### src/rtl/ccsds123_frame_ctrl.sv
`default_nettype none
// ccsds123_frame_ctrl: gates the sample stream on image boundaries, tags each
// sample with BIP coordinates and bounds the number of images in flight.
module ccsds123_frame_ctrl #(
  parameter int D            = 16,
  parameter int NX           = 4,
  parameter int NY           = 2,
  parameter int NZ           = 3,
  parameter int MAX_INFLIGHT = 2,
  parameter int CNT_W        = 16,
  localparam int XW = (NX > 1) ? $clog2(NX) : 1,
  localparam int YW = (NY > 1) ? $clog2(NY) : 1,
  localparam int ZW = (NZ > 1) ? $clog2(NZ) : 1,
  localparam int IW = $clog2(MAX_INFLIGHT + 1)
) (
  input  logic             clk,
  input  logic             aresetn,
  input  logic             enable,
  input  logic [D-1:0]     s_tdata,
  input  logic             s_tvalid,
  output logic             s_tready,
  output logic [D-1:0]     m_tdata,
  output logic             m_tvalid,
  input  logic             m_tready,
  output logic [XW-1:0]    m_x,
  output logic [YW-1:0]    m_y,
  output logic [ZW-1:0]    m_z,
  output logic             m_first,
  output logic             m_last,
  input  logic             out_tvalid,
  input  logic             out_tlast,
  output logic             busy,
  output logic [IW-1:0]    inflight,
  output logic [CNT_W-1:0] frames_done,
  output logic             err_tlast
);

  localparam logic [XW-1:0] XL   = XW'(NX - 1);
  localparam logic [YW-1:0] YL   = YW'(NY - 1);
  localparam logic [ZW-1:0] ZL   = ZW'(NZ - 1);
  localparam logic [IW-1:0] IMAX = IW'(MAX_INFLIGHT);

  typedef enum logic [1:0] {
    ST_IDLE = 2'd0,
    ST_RUN  = 2'd1,
    ST_WAIT = 2'd2
  } state_t;

  state_t           state_q, state_d;
  logic [XW-1:0]    x_q, x_d;
  logic [YW-1:0]    y_q, y_d;
  logic [ZW-1:0]    z_q, z_d;
  logic [IW-1:0]    inflight_q, inflight_d;
  logic [CNT_W-1:0] frames_q, frames_d;
  logic             err_q, err_d;

  logic gate;
  logic hs;
  logic last_hs;
  logic done;

  // Zero-latency pass-through; only the handshake is gated.
  assign gate     = (state_q == ST_RUN);
  assign m_tdata  = s_tdata;
  assign m_tvalid = s_tvalid & gate;
  assign s_tready = m_tready & gate;
  assign hs       = m_tvalid & m_tready;

  assign m_x     = x_q;
  assign m_y     = y_q;
  assign m_z     = z_q;
  assign m_first = (x_q == '0) && (y_q == '0) && (z_q == '0);
  assign m_last  = (x_q == XL) && (y_q == YL) && (z_q == ZL);

  assign last_hs = hs & m_last;
  assign done    = out_tvalid & out_tlast;

  assign busy        = (state_q != ST_IDLE) || (inflight_q != '0);
  assign inflight    = inflight_q;
  assign frames_done = frames_q;
  assign err_tlast   = err_q;

  // BIP order: z fastest, then x, then y.
  always_comb begin
    z_d = z_q;
    x_d = x_q;
    y_d = y_q;
    if (hs) begin
      if (z_q == ZL) begin
        z_d = '0;
        if (x_q == XL) begin
          x_d = '0;
          y_d = (y_q == YL) ? '0 : y_q + YW'(1);
        end else begin
          x_d = x_q + XW'(1);
        end
      end else begin
        z_d = z_q + ZW'(1);
      end
    end
  end

  always_comb begin
    inflight_d = inflight_q;
    frames_d   = frames_q;
    err_d      = err_q;
    if (done) begin
      if (last_hs) begin
        // Image enters and another leaves in the same cycle.
        frames_d = frames_q + CNT_W'(1);
      end else if (inflight_q != '0) begin
        inflight_d = inflight_q - IW'(1);
        frames_d   = frames_q + CNT_W'(1);
      end else begin
        err_d = 1'b1;
      end
    end else if (last_hs) begin
      inflight_d = inflight_q + IW'(1);
    end
  end

  always_comb begin
    state_d = state_q;
    case (state_q)
      ST_IDLE: begin
        if (enable && (inflight_d < IMAX)) state_d = ST_RUN;
      end
      ST_RUN: begin
        if (last_hs) begin
          if (inflight_d == IMAX) state_d = ST_WAIT;
          else if (!enable)       state_d = ST_IDLE;
        end
      end
      ST_WAIT: begin
        if (inflight_d < IMAX) state_d = enable ? ST_RUN : ST_IDLE;
      end
      default: state_d = ST_IDLE;
    endcase
  end

  always_ff @(posedge clk or negedge aresetn) begin
    if (!aresetn) begin
      state_q    <= ST_IDLE;
      x_q        <= '0;
      y_q        <= '0;
      z_q        <= '0;
      inflight_q <= '0;
      frames_q   <= '0;
      err_q      <= 1'b0;
    end else begin
      state_q    <= state_d;
      x_q        <= x_d;
      y_q        <= y_d;
      z_q        <= z_d;
      inflight_q <= inflight_d;
      frames_q   <= frames_d;
      err_q      <= err_d;
    end
  end

endmodule
`default_nettype wire

### config.mk
export PLATFORM = sky130hd
export DESIGN_NAME = ccsds123_frame_ctrl
export DESIGN_NICKNAME = d
export VERILOG_FILES = /design/src/rtl/ccsds123_frame_ctrl.sv
export SDC_FILE = /design/constraint.sdc
export NUM_CORES = 1
export LEC_CHECK = 0
export CAP_MARGIN = 20
export CORE_MARGIN = 2
export CORE_UTILIZATION = 45
export CTS_BUF_LIST = sky130_fd_sc_hd__clkbuf_8
export DETAILED_ROUTE_END_ITERATION = 8
export PLACE_DENSITY = 0.92
export SLEW_MARGIN = 20
export SYNTH_ARGS = -nofsm -noshare
export SYNTH_HDL_FRONTEND = slang
export SYNTH_SLANG_ARGS = --single-unit
### constraint.sdc
create_clock -name clk -period 4.4 [get_ports clk]
set_clock_uncertainty 0.1 [all_clocks]
set_input_delay 0.66 -clock clk [delete_from_list [all_inputs] [get_ports clk]]
set_output_delay 0.66 -clock clk [all_outputs]
set_load 0.01 [all_outputs]
* Word level (Yosys, flattened, before mapping)
Cells that the tools add are included.
** Storage, ports and cells
- Input port bits :: 23
- Word-level logic and storage cells :: 64
- Output and inout port bits :: 45
- Register bits after elaboration :: 26
** Cells by class
- $lt $le $gt $ge :: 1
- Reduce and logical (&&, ||, !) cells :: 17
- Mux-type cells :: 16
- $add $sub $neg :: 6
- Eq/ne operators :: 9
- Bitwise operators :: 8
** Operators by type and width (count)
- $mux 16 :: 2
- $mux 2 :: 11
- $add 16x1->16 const B :: 1
- $eq 2x2->1 const B :: 4
- $add 2x1->2 const B :: 3
- $logic_not 2->1 :: 3
- $pmux 2 s3 :: 1
- $reduce_and 3->1 :: 2
- $reduce_bool 2->1 :: 3
- $and 1x1->1 :: 5
- $logic_and 1x1->1 :: 5
- $ne 2x2->1 const B :: 2
- $reduce_and 2->1 :: 2
- $reduce_and 4->1 :: 1
- $ne 3x2->1 const B :: 1
- $not 1->1 :: 3
- $eq 2x1->1 const B :: 1
- $lt 2x2->1 const B :: 1
- $mux 1 :: 2
- $ne 2x1->1 const B :: 1
- $sub 2x1->2 const B :: 1
- $add 1x1->1 const B :: 1
- $logic_or 1x1->1 :: 1

* Logic depth before layout (Yosys ltp)
Gate-level depths: netlist of the first run.
- Word-level depth :: 10
- Depth in mapped cells :: 8

* Worst setup path before layout of the first run
No wires, ideal clock.
- Path kind :: input port to flip-flop
- From :: in m_tready
- To :: reg frames_q[11] (netlist: frames_done[11])
- Cell stages on the path :: 6
- Slack :: 2.415 ns
- Setup time :: 0.125 ns
- Path buffers :: 1
- Arrival time :: 1.760 ns
- Cell sequence :: and4b_1 > buf_2 > nand2_4 > a2111oi_4 > nand3_1 > xnor2_1
** On the way
- Word-level cells in the longest chain between the ends :: 4
- Elaborated cells between the ends (all ways) :: 5
** RTL lines
- start, declared :: RTL line 24 : input logic m_tready,
- $and 1x1->1 (*) :: RTL line 67 : assign hs = m_tvalid & m_tready;
- $and 1x1->1 (*) :: RTL line 75 : assign last_hs = hs & m_last;
- $reduce_bool 2->1 (no source line)
- $reduce_and 2->1 (no source line)
- end signal, assigned :: RTL line 156 : frames_q <= frames_d;
- end, declared :: RTL line 54 : logic [CNT_W-1:0] frames_q, frames_d;
Mark *: on every way between the ends. The rest lies on a longest branch, timed or not.
A chain may end at the register's enable or synchronous reset.

* Final worst setup path of the first run
- From :: in m_tready
- To :: reg frames_q[12] (netlist: frames_done[12])
Same word-level chain as after synthesis.

==> metrics.md, run 1 <==
| Metric | Value |
|---|---|
| Post-CTS Setup Repair Bufs | 0 |
| Final HPWL DP | 2.30 mm |
| Final Max Slew Viols | 0 |
| Slew headroom | 44.2% |
| Core Area | 3050 sq um |
| Synth cell count leaders | dfrtp_1 (26), buf_4 (16), xnor2_1 (14), nand2_1 (12), nand3_1 (9) |
| Max Cap Violations | 0 |
| Hold Vio Cnt, Final | 0 |
| Clk_lat worst skew | 0.27 ns |
| Area of the die | 3680 sq um |
| Synth area leaders | dfrtp_1 (45%), xnor2_1 (8.5%), buf_4 (8.3%) |
| Die height | 60.6 microns |
| Crit path max fanout | 11 |
| Total power | 792 uW |
| Main combinational cell family by area after synthesis | simple AND/OR/NAND/NOR gates |
| Area taken by multi-input logic gates | 626 sq um |
| CTS tree | built |
| Starting Density | 47.3% |
| Post-Synth XOR/XNOR Area | 9.71% |
| Post-synthesis mux area share | 0.780% |
| Placed Area | 1710 sq um |
| Initial antenna violation count | 0 |
| Clk root buf | clkbuf_8 |
| Min cycle time layout | 2.72 ns |
| Net count after synthesis | 168 |
| Top_reg_cell synth | dfrtp_1 |
| Setup TNS | 0 ns |
| RSZ-0062 raised after global routing | no |
| Seq cells post-synth | 26 |
| CP endpoint kind | flop |
| Drt via density | 5.08 |
| Post-Layout Inst Area | 1760 sq um |
| Synth area leader | dfrtp_1 |
| Reg2reg end | frames_done[12] |
| Clock Path Buffers | 2 |
| I/O pins | 68 |
| Residual DRC | 0 |
| Critical path startpoint | m_tready |
| Number of iterations in the first detailed-routing pass | 4 |
| # clock sinks | 26 |
| Pleak | 0.000762 uW |
| Asr flop ratio synth | 100% |
| Adder-cell share of the synthesized area | 5.20% |
| Synthesized area | 1440 sq um |
| Synth Instances | 139 |
| Peak Freq | 0.368 GHz |
| Launching point of the worst reg2reg path | m_x[0] |
| Post-DRT Antenna Nets | 0 |
| Crit path DAT | 2.77 ns |
| Mean Syn Cell Area | 10.4 sq um |
| Htree depth | 1 |
| Area Overhead vs Synth | 21.8% |
| Crit start category | input pin |
| Most frequent cell after synthesis | dfrtp_1 |
| Fill count | 283 |
| Grt ovf | 0 |
| Status | complete, no violations |
| IO buf count | 35 |
| Worst-Margin Slew | 0.837 ns |
| Ys Warns | 0 |
| R2R setup slack | 1.99 ns |
| Final setup viols | 0 |
| Part of the Yosys area used for sequential elements | 45.1% |
| Vias in the first global route | 1076 |
| Maximum vdd drop | 0.357 mV |
| Fin crit share | 61.8% |
| RePlAce Congestion | 0.774 |
| Post-synthesis compound-gate area fraction | 8.93% |
| Initial DRC Count | 47 |
| FF/Latch Area | 651 sq um |
| Global-route wire length before repair | 4.82 mm |
| Power per cell area | 450 nW/um^2 |
| WL final | 2.98 mm |
| Hold_buf cts | 0 |
| R2R depth | 6 |
| GRT Total Usage | 17.5% |
| Top cell type's share of synthesized area | 45.1% |
| Layout cells sized above 1 | 5.66% |
| Post-CTS sizing | 0 |
| Hold Crit Class | input pin to asynchronous set/reset pin |
| Cts bufs inserted | 3 |
| Die extent in x | 60.6 microns |
| ANT cells | 0 |
| Synth unique cells | 32 |
| Routed vias | 1032 |
| CP Data Required Time | 4.45 ns |
| Largest net degree at the start of global routing | 27 |
| Final Util | 57.6% |
| Row count | 20 |
| Wire per inst | 14.7 microns |
| CTS clock-pin slew for the worst setup and hold paths | 0.08 ns |
| NumNets Final | 189 |
| Crit path kind | input pin to flop |
| EDFF count, synth | 0 |
| Synth Area in Simple Gates | 18.7% |
| Fin Hold WS | 0.276 ns |
-- report_power, final --
| part | internal, uW | switching, uW |
|---|---|---|
| clock | 79.9 | 69.7 |
| sequential | 290 | 67.0 |
| combinational | 163 | 122 |
| total | 533 | 259 |
-- cell usage in the layout (no fill, tap or decap) --
| master | instances |
|---|---|
| nand2_4 | 1 |
| and2_1 | 3 |
| xor2_1 | 2 |
| nor4b_1 | 1 |
| a2111oi_4 | 1 |
| nor3_1 | 1 |
| clkbuf_8 | 4 |
| nand2_1 | 12 |
| clkdlybuf4s50_1 | 34 |
| nor2b_1 | 1 |
| nand2b_1 | 1 |
| nand3_1 | 9 |
| ha_1 | 6 |
| mux2_2 | 1 |
| inv_1 | 7 |
| nand4_1 | 5 |
| buf_2 | 1 |
| o211ai_1 | 1 |
| a21bo_2 | 1 |
| o221ai_1 | 1 |
| o21ai_0 | 3 |
| o2bb2ai_1 | 1 |
| a21oi_1 | 3 |
| nor2_1 | 2 |
| a21o_1 | 2 |
| and4b_1 | 2 |
| a22oi_1 | 2 |
| and3_1 | 8 |
| dfrtp_1 | 26 |
| o22ai_1 | 1 |
| xnor2_1 | 14 |
| nor3b_1 | 2 |
-- logic make-up (layout without fill, tap and decap cells) --
logic type	after synthesis	after routing
DFF	26	26
and+or+nand+nor	48	48
muxes	1	1
xor gates and xnor gates	16	16
adders and majority gates	6	6
buffers and inverters	26	46
AOI/OAI and AO/OA	16	16
-- sequential cells by signal, indices dropped and copies added (netlist names) --
signal       cells
frames_done     16
inflight         2
m_x              2
m_z              2
state_q          2
err_tlast        1
m_y              1
-- critical path, cell delays in order --
cell             delay, ns
clkdlybuf4s50_1       0.50
and4b_1               0.38
nand2_4               0.11
a21oi_1               0.69
nand4_1               0.25
xnor2_1               0.18
-- layout make-up --
| type | count | share of cell area [%] |
|---|---|---|
| Clock buffer | 4 | 3.13 |
| Inverter | 7 | 1.49 |
| Timing Repair Buffer | 35 | 19.6 |
| Sequential cell | 26 | 37.0 |
| Tap cell | 44 | 3.13 |
| Multi-Input combinational cell | 87 | 35.6 |
-- how the worst max path moves through the flow --
stage	endpoint	depth (start not counted)	slack [ns]
after floorplan	frames_done[11]	6	2.42
after global placement	frames_done[1]	5	1.54
after detailed placement	frames_done[1]	5	1.44
after CTS	frames_done[12]	6	1.68
after global routing	frames_done[12]	6	1.45
final	frames_done[12]	6	1.68
-- through the flow --
stage               cells  setup slack, ns
finish                203             1.68
global route          203             1.45
CTS                   203             1.68
detailed placement    199             1.44
global placement      199             1.54
floorplan             139             2.42
-- routing by layer --
| layer | track usage, % | routed length [microns] |
|---|---|---|
| met1 | 22.5 | 1280 |
| met2 | 29.2 | 1430 |
| met3 | 4.48 | 234 |
| met4 | 5.28 | 37 |
| met5 | 0 | 0 |
Power figures use the tool's default switching activity.
==> run 2: changes to the inputs <==
- CORE_UTILIZATION: 45 -> 42
- PLACE_DENSITY: 0.92 -> 0.87
- clock period: 4.4 -> 2.8 ns (I/O delays scaled with it)
==> run 2 against run 1 <==
  * Die area up 6.7%
  * Sequential cell count unchanged
  * Largest cell class unchanged
  * Critical endpoint is now m_last
  * Clock power up 57%
  * Cell count up 2.0%
  * Non-clock buffer count up 2
  * Design area up 1.3%
  * Critical path type is now flop to output pin
  * Total power up 56%
  * Highest routed layer unchanged
  * Via count up 2.7%
  * First-iteration DRC count down 11%
==> metrics.md, run 2 (same netlist as run 1, synthesis figures left out) <==
| Metric | Value |
|---|---|
| Clk root buf | clkbuf_8 |
| Crit path DAT | 1.84 ns (-0.93 ns) |
| Residual DRC | 0 (unchanged) |
| Die extent in x | 62.6 microns (+3.3%) |
| Drt via density | 5.12 (+0.73%) |
| Pleak | 0.000772 uW (+1.3%) |
| I/O pins | 68 (unchanged) |
| Power share of the combinational group | 35.9% (about the same) |
| Final setup viols | 0 (unchanged) |
| Die height | 62.6 microns (+3.3%) |
| CTS clock-pin slew for the worst setup and hold paths | 0.09 ns (about the same) |
| Hold Crit Class | flop to flop |
| Most frequent cells in the layout | clkdlybuf4s50_1 (35), dfrtp_1 (26), xnor2_1 (14) |
| Flop pwr share | 45.0% (about the same) |
| Number of iterations in the first detailed-routing pass | 4 (unchanged) |
| Slew headroom | 67.4% (+23 points) |
| Starting Density | 43.6% (-3.7 points) |
| Layout cells sized above 1 | 6.21% (+0.55 points) |
| RePlAce Congestion | 0.790 (+2.1%) |
| Final Max Slew Viols | 0 (unchanged) |
| Row count | 21 (+5.0%) |
| Core Area | 3310 sq um (+8.4%) |
| Crit path kind | flop to output pin |
| Vias in the first global route | 1141 (+6.0%) |
| Crit path max fanout | 6 (-5) |
| Internal power | 839 uW (+57%) |
| CTS tree | built |
| WL final | 2.68 mm (-10%) |
| RSZ-0062 raised after global routing | no |
| Power per cell area | 693 nW/um^2 (+54%) |
| Critical Path, Cell by Cell | ha_1 -> and4b_1 -> clkdlybuf4s50_1 |
| Clock Path Buffers | 2 (unchanged) |
| CP Data Required Time | 2.28 ns (-2.17 ns) |
| Total power | 1230 uW (+56%) |
| Initial antenna violation count | 0 (unchanged) |
| Htree depth | 1 (unchanged) |
| Peak Freq | 0.423 GHz |
| Post-DRT Antenna Nets | 0 (unchanged) |
| Final Util | 53.8% (-3.8 points) |
| Routed vias | 1060 (+2.7%) |
| Grt ovf | 0 (unchanged) |
| Switching power | 396 uW (+53%) |
| Initial DRC Count | 42 (-11%) |
| Fin crit share | 84.4% |
| IO buf count | 35 (unchanged) |
| Post-CTS Setup Repair Bufs | 0 (unchanged) |
| Wire per inst | 13.0 microns (-12%) |
| Post-CTS sizing | 0 (unchanged) |
| Cts bufs inserted | 3 (unchanged) |
| Maximum vdd drop | 0.472 mV (+32%) |
| Largest register FFs | 16 (unchanged) |
| CP endpoint kind | output pin |
| Area of the die | 3920 sq um (+6.7%) |
| Hold_buf cts | 0 (unchanged) |
| Clk network pwr share | 19.1% (+0.2 points) |
| GRT Total Usage | 15.4% (-2.1 points) |
| Crit start category | flop |
| Max Cap Violations | 0 (unchanged) |
| Worst path slowest cell | clkdlybuf4s50_1 |
| Setup TNS | 0 ns (unchanged) |
| Largest net degree at the start of global routing | 27 (unchanged) |
| Min cycle time layout | 2.36 ns |
| Clk_lat worst skew | 0.26 ns (about the same) |
| Area Overhead vs Synth | 23.3% |
| Critical Path Max Stage Delay | 0.60 ns (-0.09 ns) |
| Status | complete, no violations |
| Hold Vio Cnt, Final | 0 (unchanged) |
| Switching Fraction | 32.1% (-0.65 points) |
| Global-route wire length before repair | 4.94 mm (+2.4%) |
| Worst-Margin Slew | 0.487 ns (-0.350 ns) |
| Leading cell type in the layout, fill and taps excluded | clkdlybuf4s50_1 |
| NumNets Final | 191 (+1.1%) |
| ANT cells | 0 (unchanged) |
| Final HPWL DP | 2.05 mm (-11%) |
| # clock sinks | 26 (unchanged) |
[run 2: changes by cell type in the layout (fill, tap and decap cells not counted), sizes merged]
cell           change
buf                +1
clkdlybuf4s50      +1
[run 2: layout make-up]
cell class                 count  area [sq um]
sequential                    26           651
fill                         321          1530
timing repair buffer          37           365
inverter                       7          26.3
tap                           46          57.6
clock buffer                   4          55.1
multi-input combinational     87           626
[run 2: path summary, 6_finish.rpt]
path                            from              end  slack [ns]  cells after the start
setup / recovery              m_x[0]           m_last        0.44                      3
hold / removal             err_tlast        err_tlast        0.37                      1
hold reg to reg            err_tlast        err_tlast        0.37                      1
min in group asynchronous    aresetn  frames_done[10]        0.41                      2
max in group asynchronous    aresetn              m_y        1.94                      2
setup reg to reg              m_x[0]   frames_done[9]        0.69                      6
[run 2: per-stage QoR]
stage | setup slack, ns | std cells | area [sq um] | hold slack (ns)
5_1_grt | 0.331 | 207 | 1780 | 0.429
3_3_place_gp | 0.441 | 203 | 1730 | 0.352
4_1_cts | 0.423 | 207 | 1780 | 0.375
6_report | 0.436 | 207 | 1780 | 0.365
2_1_floorplan | 0.887 | 139 | 1440 | 0.0244
3_5_place_dp | 0.382 | 203 | 1730 | 0.354
[run 2: critical path, delay by kind of cell (launching register included)]
| family | cells | cell delay (ns) |
|---|---|---|
| adder cells (fa/ha/maj) | 1 | 0.21 |
| buffers and inverters | 1 | 0.60 |
| flip-flops | 1 | 0.40 |
| AND/OR/NAND/NOR | 1 | 0.38 |
[run 2: power groups by stage]
stage | Clock [uW] | Combinational [uW] | Sequential (uW)
2_1_floorplan | 0 | 201 | 585
3_3_place_gp | 0 | 436 | 556
3_5_place_dp | 0 | 447 | 563
4_1_cts | 245 | 451 | 556
5_1_grt | 258 | 490 | 576
6_report | 236 | 443 | 556
[run 2: metal layers]
layer | GRT usage (%) | vias to the layer above | part of all wire, %
li1 | - | 503 | -
met2 | 27.4 | 23 | 52
met3 | 3.60 | 2 | 4.2
met5 | 0 | - | 0
met4 | 5.56 | 0 | 1.0
met1 | 17.9 | 532 | 43
